===== src/rtl/gates_pkg.sv =====
// Shared definitions for the logic-gate self-test sequencer: FSM states,
// gate bit positions within the 7-bit result word, and the vector count.
package gates_pkg;

  typedef enum logic [1:0] {
    ST_IDLE    = 2'd0,
    ST_SETTLE  = 2'd1,
    ST_CAPTURE = 2'd2,
    ST_DONE    = 2'd3
  } state_e;

  localparam int GATE_NOT  = 0;
  localparam int GATE_AND  = 1;
  localparam int GATE_OR   = 2;
  localparam int GATE_NAND = 3;
  localparam int GATE_NOR  = 4;
  localparam int GATE_XOR  = 5;
  localparam int GATE_XNOR = 6;

  localparam int NUM_GATES = 7;
  localparam int NUM_VECS  = 4;

endpackage


===== src/rtl/gates_golden.sv =====
// Combinational reference for the gates datapath: the result word a correct
// datapath must return for operands in1/in2.
module gates_golden
  import gates_pkg::*;
(
  input  logic                 in1,
  input  logic                 in2,
  output logic [NUM_GATES-1:0] expected
);

  always_comb begin
    expected            = '0;
    expected[GATE_NOT]  = ~in1;
    expected[GATE_AND]  = in1 & in2;
    expected[GATE_OR]   = in1 | in2;
    expected[GATE_NAND] = ~(in1 & in2);
    expected[GATE_NOR]  = ~(in1 | in2);
    expected[GATE_XOR]  = in1 ^ in2;
    expected[GATE_XNOR] = ~(in1 ^ in2);
  end

endmodule


===== src/rtl/gate_test_seq.sv =====
// Self-test sequencer: sweeps the four operand pairs through an external gates
// datapath, waits a programmable settle time per vector, and accumulates mismatches.
module gate_test_seq
  import gates_pkg::*;
#(
  parameter int SETTLE_W = 4
) (
  input  logic                 clk,
  input  logic                 rst_n,
  input  logic                 start,
  input  logic [SETTLE_W-1:0]  settle_cycles,
  output logic                 in1,
  output logic                 in2,
  input  logic [NUM_GATES-1:0] gate_out,
  output logic                 busy,
  output logic                 done,
  output logic                 pass,
  output logic [NUM_VECS-1:0]  fail_mask,
  output logic [NUM_GATES-1:0] fail_gates,
  output logic [1:0]           vec_idx,
  output logic [1:0]           dbg_state
);

  // Handshake: start is a level sampled only in IDLE; once accepted, busy is high
  // until the one-cycle done pulse, and results stay valid until the next accepted start.

  localparam logic [SETTLE_W-1:0] CNT_ONE  = SETTLE_W'(1);
  localparam logic [1:0]          LAST_VEC = 2'(NUM_VECS - 1);

  state_e                 state_q,  state_d;
  logic [SETTLE_W-1:0]    cnt_q,    cnt_d;
  logic [SETTLE_W-1:0]    settle_q, settle_d;
  logic [1:0]             vec_q,    vec_d;
  logic                   pass_q,   pass_d;
  logic [NUM_VECS-1:0]    fmask_q,  fmask_d;
  logic [NUM_GATES-1:0]   fgates_q, fgates_d;

  logic [NUM_GATES-1:0]   expected;
  logic [NUM_GATES-1:0]   mismatch;
  logic [SETTLE_W-1:0]    settle_eff;

  gates_golden u_golden (
    .in1      (vec_q[1]),
    .in2      (vec_q[0]),
    .expected (expected)
  );

  assign mismatch   = gate_out ^ expected;
  assign settle_eff = (settle_cycles == '0) ? CNT_ONE : settle_cycles;

  always_comb begin
    state_d  = state_q;
    cnt_d    = cnt_q;
    settle_d = settle_q;
    vec_d    = vec_q;
    pass_d   = pass_q;
    fmask_d  = fmask_q;
    fgates_d = fgates_q;
    unique case (state_q)
      ST_IDLE: begin
        vec_d = '0;
        if (start) begin
          state_d  = ST_SETTLE;
          cnt_d    = settle_eff;
          settle_d = settle_eff;
          pass_d   = 1'b0;
          fmask_d  = '0;
          fgates_d = '0;
        end
      end
      ST_SETTLE: begin
        cnt_d = cnt_q - CNT_ONE;
        if (cnt_q <= CNT_ONE) begin
          state_d = ST_CAPTURE;
        end
      end
      ST_CAPTURE: begin
        fgates_d = fgates_q | mismatch;
        if (|mismatch) begin
          fmask_d[vec_q] = 1'b1;
        end
        if (vec_q == LAST_VEC) begin
          state_d = ST_DONE;
          vec_d   = '0;
          // Verdict includes the capture happening on this same edge.
          pass_d  = (fmask_d == '0);
        end else begin
          state_d = ST_SETTLE;
          vec_d   = vec_q + 2'd1;
          cnt_d   = settle_q;
        end
      end
      ST_DONE: begin
        state_d = ST_IDLE;
      end
      default: begin
        state_d = ST_IDLE;
      end
    endcase
  end

  always_ff @(posedge clk or negedge rst_n) begin
    if (!rst_n) begin
      state_q  <= ST_IDLE;
      cnt_q    <= '0;
      settle_q <= '0;
      vec_q    <= '0;
      pass_q   <= 1'b0;
      fmask_q  <= '0;
      fgates_q <= '0;
    end else begin
      state_q  <= state_d;
      cnt_q    <= cnt_d;
      settle_q <= settle_d;
      vec_q    <= vec_d;
      pass_q   <= pass_d;
      fmask_q  <= fmask_d;
      fgates_q <= fgates_d;
    end
  end

  assign in1        = vec_q[1];
  assign in2        = vec_q[0];
  assign vec_idx    = vec_q;
  assign busy       = (state_q != ST_IDLE);
  assign done       = (state_q == ST_DONE);
  assign pass       = pass_q;
  assign fail_mask  = fmask_q;
  assign fail_gates = fgates_q;
  assign dbg_state  = state_q;

endmodule


===== config.mk =====
export PLATFORM = sky130hd
export DESIGN_NAME = gate_test_seq
export DESIGN_NICKNAME = d
export VERILOG_FILES = /design/src/rtl/gates_pkg.sv /design/src/rtl/gates_golden.sv /design/src/rtl/gate_test_seq.sv
export SDC_FILE = /design/constraint.sdc
export NUM_CORES = 1
export LEC_CHECK = 0
export ABC_AREA = 1
export ABC_CLOCK_PERIOD_IN_PS = 2300
export CAP_MARGIN = 5
export CORE_MARGIN = 2
export CORE_UTILIZATION = 50
export DETAILED_ROUTE_END_ITERATION = 10
export PLACE_DENSITY = 0.82
export SYNTH_ARGS = -nofsm -noshare
export SYNTH_HDL_FRONTEND = slang
export SYNTH_SLANG_ARGS = --single-unit

===== constraint.sdc =====
create_clock -name clk -period 2.3 [get_ports clk]
set_input_delay 0.46 -clock clk [delete_from_list [all_inputs] [get_ports clk]]
set_output_delay 0.46 -clock clk [all_outputs]
set_load 0.01 [all_outputs]

==> results of run 1 <==
[path summary, 6_finish.rpt]
| check | from | end | slack [ns] |
|---|---|---|---|
| worst max-delay path | dbg_state[0] | busy | 0.10 |
| worst min-delay path | rst_n | fail_gates[3] | 0.49 |
| worst max register to register | dbg_state[0] | pass | 0.49 |
| worst min register to register | pass | pass | 0.49 |
| max in group asynchronous | rst_n | fail_mask[2] | 1.57 |
| min in group clk | pass | pass | 0.49 |
[final cells by class]
type                    count  area [sq um]  area share, %
multi-input cells         122           654           36.6
clock buffers               4          36.3           2.03
well taps                  31          38.8           2.17
inverters                  32           120           6.72
repair buffers             34           338           18.9
flip-flops and latches     24           601           33.6
[cell usage in the layout (no fill, tap or decap), drive strengths merged]
master	n
a21oi	8
a31oi	7
buf	1
clkbuf	4
clkdlybuf4s50	33
dfrtp	24
ha	10
inv	32
nand2	49
nand3	5
nor2	16
nor3	2
o211ai	4
o21ai	19
o22ai	1
xnor2	1
[power breakdown]
group	switching, mW	total [mW]	internal, mW	leakage [nW]
sequential	0.131	0.757	0.626	0.290
clock	0.126	0.223	0.0966	0.0210
combinational	0.812	1.46	0.653	0.575
[flip-flops by register name, indices dropped and copies added, names as in the netlist]
register,flops
cnt_q,4
settle_q,4
dbg_state,2
fail_mask,4
fail_gates,7
vec_idx,2
pass,1
[cell families after synthesis]
group                      Yosys count  synth area share (%)
xor gates and xnor gates             1                 0.626
buffers and inverters               36                  10.3
AOI/OAI and AO/OA                   39                  15.4
DFF                                 24                  42.9
and+or+nand+nor                     72                  21.8
adders and majority gates           10                  8.94
[metal layers]
layer  global-route usage, %  up-vias
li1                        -      644
met1                    22.9      582
met2                    34.3       33
met3                    3.69        2
met4                    7.31        0
met5                       0        -
[worst max-delay path: stages (launching register included)]
cell             delay [ns]
dfrtp_1                0.46
inv_1                  0.10
ha_1                   0.23
inv_1                  0.09
clkdlybuf4s50_1        0.54
[metrics by stage]
step	hold WS, ns	std cells	utilization [%]
2_1_floorplan	0.164	182	-
3_3_place_gp	0.473	243	64.6
3_5_place_dp	0.467	243	64.6
4_1_cts	0.497	247	66.0
5_1_grt	0.512	247	66.0
6_report	0.492	247	66.0
==> results.txt, run 1 <==
----------------------------------------------------
[STA]
  Min cycle time layout ... 2.20 ns
  Max-slew violation count ... 0
  Fmax ... between 0.4 and 0.5 GHz
  Max_slew headroom ... between 60% and 70%
  Number of failing hold endpoints at the final stage ... 0
  Actual transition at the worst max-transition pin ... 0.477 ns
  Crit path setup slack, layout ... roughly 0.10 ns
  Unrepaired setup endpoints after global routing ... no
  Post-route clock skew ... approximately 0.0091 ns
  Final clock period utilization by the worst path ... 95.5%
  Final setup violation count ... 0
  Aggregate negative setup slack ... 0 ns

[Finish]
  Growth of design area from synthesis to finish ... 27.8%
  NumNets Final ... approximately 240
  Fraction of final layout cells with drive strength greater than 1 ... under 10%
  Non-Filler Cell Area, Final ... around 1800 sq um
  Number of fill cells in the layout ... between 200 and 250
  Diode insertion count for antenna repair ... 0

[Logic synthesis]
  Main area contributors after synthesis ... dfrtp_1, nand2_1, ha_1
  Number of flops mapped to enable cells by yosys ... 0
  Largest area contributor in the synthesized netlist ... dfrtp_1
  Area fraction of the dominant cell type after synthesis ... 42.9%
  Avg Inst Size Synth ... 7.69 sq um
  Cell area after synthesis ... ~1400 sq um
  Post-synthesis register bit count ... 24
  Most common library cells after synthesis ... nand2_1, inv_1, dfrtp_1
  Commonest register cell after synthesis ... dfrtp_1
  Most frequent cell after synthesis ... nand2_1
  Post-synthesis sequential area ratio ... about 43%
  Gate Count Post-Synth ... 182
  Synth warnings ... 0
  Share of synthesized registers carrying an async set or reset ... 100%
  Count of cell types in the netlist ... 21
  Nets in the synthesized netlist ... roughly 210

[Route]
  Wire length per cell ... roughly 12 um
  Final wirelength ... approximately 2.9 mm
  Post-route met1 wirelength ... between 1 and 1.5 mm
  Length of routed met3 wiring ... between 150 and 200 um
  Iteration-0 DRC count of the detailed router ... 30
  Total via count after detailed routing ... ~1300
  Remaining routing DRC violations ... 0
  Detailed-routing iteration count for the pre-antenna-repair pass ... 4
  Detailed route wirelength on metal2 ... ~1.5 mm
  Remaining antenna violation count ... 0
  Vias per std cell ... between 5 and 6
  Top Layer Used ... met4

[Hold path]
  Path class of the lowest-slack min-delay path ... in -> async

[Power]
  Cell leakage power ... 0.885 nW
  PD cells ... 1370 nW/um^2
  Pwr Total ... between 2 and 2.5 mW
  Maximum VDD drop ... approximately 950 uV

[Placement]
  HPWL after DPL ... about 2.3 mm
  Cell Area, Placed ... about 1800 sq um
  Number of buffers added on ports ... 33
  Final Wtd Congestion ... between 0.8 and 0.9
  Worst slack after detailed placement ... between 0.4 and 0.5 ns

[Die]
  Die Span X ... roughly 57 um
  Std-Cell Core Area ... around 2700 sq um
  Die span in y ... approximately 57 um
  Effective utilization at floorplan ... 51.6%
  Die Footprint ... 3240 sq um
  I/O pin count ... 34
  Count of standard-cell rows ... 19

[Critical path]
  Type of element capturing the critical path ... primary output
  Worst R2R Path Depth ... 7
  Worst EP required ... approximately 1.8 ns
  Critical path arrival ... roughly 1.7 ns
  CP startpoint kind ... register
  Highest net fanout along the worst path ... 6
  Type of the worst setup path ... reg -> out

[Clock network]
  Clock-pin slew reported for the worst setup and hold paths after clock tree synthesis ... around 0.14 ns
  Clock latency reported for the late side of the worst-skew pair ... between 0.3 and 0.4 ns
  Buffer cell driving the clock tree root ... clkbuf_4
  Longest Clk Path Bufs ... 2
  Clock tree from TritonCTS ... yes
  CTS Hold Bufs ... 0
  CTS-repair resized insts ... 0
  CTS buffer count ... 3
  Sink Count ... 24
  CTS H-Tree Depth ... 1
  Post-CTS Setup Inserts ... 0

[Global routing]
  Overall track demand over capacity in global routing ... between 10% and 20%
  Wire length of the first global-routing pass ... around 5.1 mm
  GRT Residual Overflow ... 0
  Initial antenna violation count ... 0
  Number of global-route vias before repair ... 1262
  Largest net degree at the start of global routing ... 25

[Job]
  Max capacitance violation total ... 0

[Outcome]
  Outcome ... finished clean

----------------------------------------------------
(Power assumes the default switching activity.)
==> run 2, diff against run 1 <==
--- a/config.mk
+++ b/config.mk
@@ -10,8 +10,10 @@
 export CAP_MARGIN = 5
 export CORE_MARGIN = 2
 export CORE_UTILIZATION = 50
+export CTS_CLUSTER_DIAMETER = 30
 export DETAILED_ROUTE_END_ITERATION = 10
 export PLACE_DENSITY = 0.82
+export SKIP_CTS_REPAIR_TIMING = 1
 export SYNTH_ARGS = -nofsm -noshare
 export SYNTH_HDL_FRONTEND = slang
 export SYNTH_SLANG_ARGS = --single-unit
==> results of run 2 <==
Same layout as run 1: the final DEF is identical, and so are final timing and power.
==> run 3, diff against run 2 <==
--- a/config.mk
+++ b/config.mk
@@ -6,13 +6,13 @@
 export NUM_CORES = 1
 export LEC_CHECK = 0
 export ABC_AREA = 1
-export ABC_CLOCK_PERIOD_IN_PS = 2300
+export ABC_CLOCK_PERIOD_IN_PS = 2500
 export CAP_MARGIN = 5
 export CORE_MARGIN = 2
-export CORE_UTILIZATION = 50
+export CORE_UTILIZATION = 49
 export CTS_CLUSTER_DIAMETER = 30
 export DETAILED_ROUTE_END_ITERATION = 10
-export PLACE_DENSITY = 0.82
+export PLACE_DENSITY = 0.8
 export SKIP_CTS_REPAIR_TIMING = 1
 export SYNTH_ARGS = -nofsm -noshare
 export SYNTH_HDL_FRONTEND = slang
==> constraint.sdc (replaced) <==
create_clock -name clk -period 2.5 [get_ports clk]
set_input_delay 0.5 -clock clk [delete_from_list [all_inputs] [get_ports clk]]
set_output_delay 0.5 -clock clk [all_outputs]
set_load 0.01 [all_outputs]
==> run 3 against run 2 <==
  * Register-to-register slack improved by 0.19 ns
  * Combinational power is 6% lower
  * Critical path depth unchanged
  * Critical path type unchanged
  * Hold slack improved by 0.0098 ns
  * Clock power is 4% lower
  * Die area rose by 1.9%
==> results.txt, run 3 (same netlist as run 1, synthesis figures left out) <==
----------------------------------------------------
[Outcome]
  Outcome ... finished clean

[Power]
  PD cells ... 1270 nW/um^2 (-7.0%)
  Maximum VDD drop ... 823 uV (-13%)
  Cell leakage power ... 0.885 nW (unchanged)

[Die]
  Die span in y ... 57.4 um (+0.94%)
  Die Footprint ... 3300 sq um (+1.9%)
  I/O pin count ... 34 (unchanged)
  Count of standard-cell rows ... 19 (unchanged)
  Die Span X ... 57.4 um (+0.94%)
  Effective utilization at floorplan ... 51.2% (-0.45 points)
  Std-Cell Core Area ... 2730 sq um (+0.88%)

[Global routing]
  Overall track demand over capacity in global routing ... 20.7% (+1.3 points)
  GRT Residual Overflow ... 0 (unchanged)
  Initial antenna violation count ... 0 (unchanged)
  Number of global-route vias before repair ... 1277 (+1.2%)
  Wire length of the first global-routing pass ... 5.35 mm (+5.6%)
  Largest net degree at the start of global routing ... 25 (unchanged)

[Clock network]
  Clock latency reported for the late side of the worst-skew pair ... 0.32 ns (about the same)
  Clock-pin slew reported for the worst setup and hold paths after clock tree synthesis ... 0.14 ns (about the same)
  CTS buffer count ... 3 (unchanged)
  Buffer cell driving the clock tree root ... clkbuf_4
  Clock tree from TritonCTS ... yes
  CTS H-Tree Depth ... 1 (unchanged)
  Sink Count ... 24 (unchanged)
  Longest Clk Path Bufs ... 2 (unchanged)

[Placement]
  # placed instances ... 243 (unchanged)
  HPWL after DPL ... 2.45 mm (+5.7%)
  Final Wtd Congestion ... 0.848 (-0.92%)
  Number of buffers added on ports ... 33 (unchanged)

[Finish]
  Flip-flop count of the largest register, all copies and words added ... 7 (unchanged)
  Growth of design area from synthesis to finish ... 27.8% (unchanged)
  Diode insertion count for antenna repair ... 0 (unchanged)
  NumNets Final ... 241 (unchanged)
  Most common cell after layout, fill and taps aside ... nand2_1
  Finished Layout Cells ... 247 (unchanged)
  Fraction of final layout cells with drive strength greater than 1 ... 6.94% (unchanged)
  Most frequent cells in the layout ... nand2_1, clkdlybuf4s50_1, inv_1

[STA]
  Final setup violation count ... 0 (unchanged)
  Final clock period utilization by the worst path ... between 80% and 90%
  Actual transition at the worst max-transition pin ... 0.509 ns (+0.0317 ns)
  Fmax ... around 0.45 GHz
  Max-slew violation count ... 0 (unchanged)
  Number of failing hold endpoints at the final stage ... 0 (unchanged)
  Max_slew headroom ... 66.0% (-2.1 points)
  Post-route clock skew ... 0.00415 ns (-0.00499 ns)
  Aggregate negative setup slack ... 0 ns (unchanged)
  Unrepaired setup endpoints after global routing ... no
  Min cycle time layout ... around 2.2 ns

[Hold path]
  Cell depth of the worst hold path ... 2
  Path class of the lowest-slack min-delay path ... reg -> reg

[Route]
  Wire length per cell ... 12.9 um (+8.7%)
  Remaining antenna violation count ... 0 (unchanged)
  Final wirelength ... 3.19 mm (+8.7%)
  Total via count after detailed routing ... 1293 (+2.5%)
  Detailed-routing iteration count for the pre-antenna-repair pass ... 6 (+2)
  Iteration-0 DRC count of the detailed router ... 52 (+73%)
  Remaining routing DRC violations ... 0 (unchanged)
  Vias per std cell ... 5.23 (+2.5%)

[Critical path]
  FF-to-FF setup slack ... 0.68 ns (+0.19 ns)
  Highest net fanout along the worst path ... 6 (unchanged)
  Critical path arrival ... 1.74 ns (about the same)
  CP startpoint kind ... register
  Worst R2R Path Depth ... 11 (+4)
  Type of element capturing the critical path ... primary output
  Worst EP required ... 2.00 ns (+0.16 ns)
  Type of the worst setup path ... reg -> out

[Job]
  Max capacitance violation total ... 0 (unchanged)

----------------------------------------------------
run 3: cell counts in the layout (fill, tap and decap cells not counted):
No cell type changed its count.
run 3: worst paths after layout:
kind	from	endpoint
worst max-delay path	dbg_state[0]	busy
worst min-delay path	pass	pass
worst max register to register	vec_idx[1]	pass
worst min register to register	pass	pass
max in group asynchronous	rst_n	cnt_q[1]
min in group asynchronous	rst_n	fail_mask[1]
run 3: layout make-up:
class	instances	area (sq um)
clock buffers	4	36.3
well taps	31	38.8
repair buffers	34	338
inverters	32	120
fillers	256	946
flip-flops and latches	24	601
multi-input cells	122	654
run 3: routing by layer:
layer	track usage (%)	vias up	wire, um
met1	23.9	616	1360
met5	0	-	0
met3	2.04	6	128
li1	-	643	-
met2	38.1	28	1650
met4	9.30	0	49
run 3: critical path, cell delays in order (launching register included):
cell	delay, ns
dfrtp_1	0.46
inv_1	0.09
ha_1	0.24
inv_1	0.09
clkdlybuf4s50_1	0.53
run 3: metrics by stage:
stage               setup slack (ns)  area [sq um]  hold slack, ns  power (mW)  utilization, %
floorplan                      0.870          1400           0.204        1.56               -
global placement               0.649          1750           0.471        2.01            64.1
detailed placement             0.601          1750           0.473        2.07            64.1
CTS                            0.234          1790           0.506        2.29            65.4
global route                   0.186          1790           0.536        2.48            65.4
finish                         0.259          1790           0.502        2.27            65.4
run 3: where the power goes:
group	internal (mW)	switching (mW)	leakage [nW]	total (mW)
sequential	0.576	0.121	0.290	0.697
combinational	0.600	0.765	0.575	1.37
clock	0.0891	0.123	0.0210	0.213
total	1.27	1.01	0.885	2.27
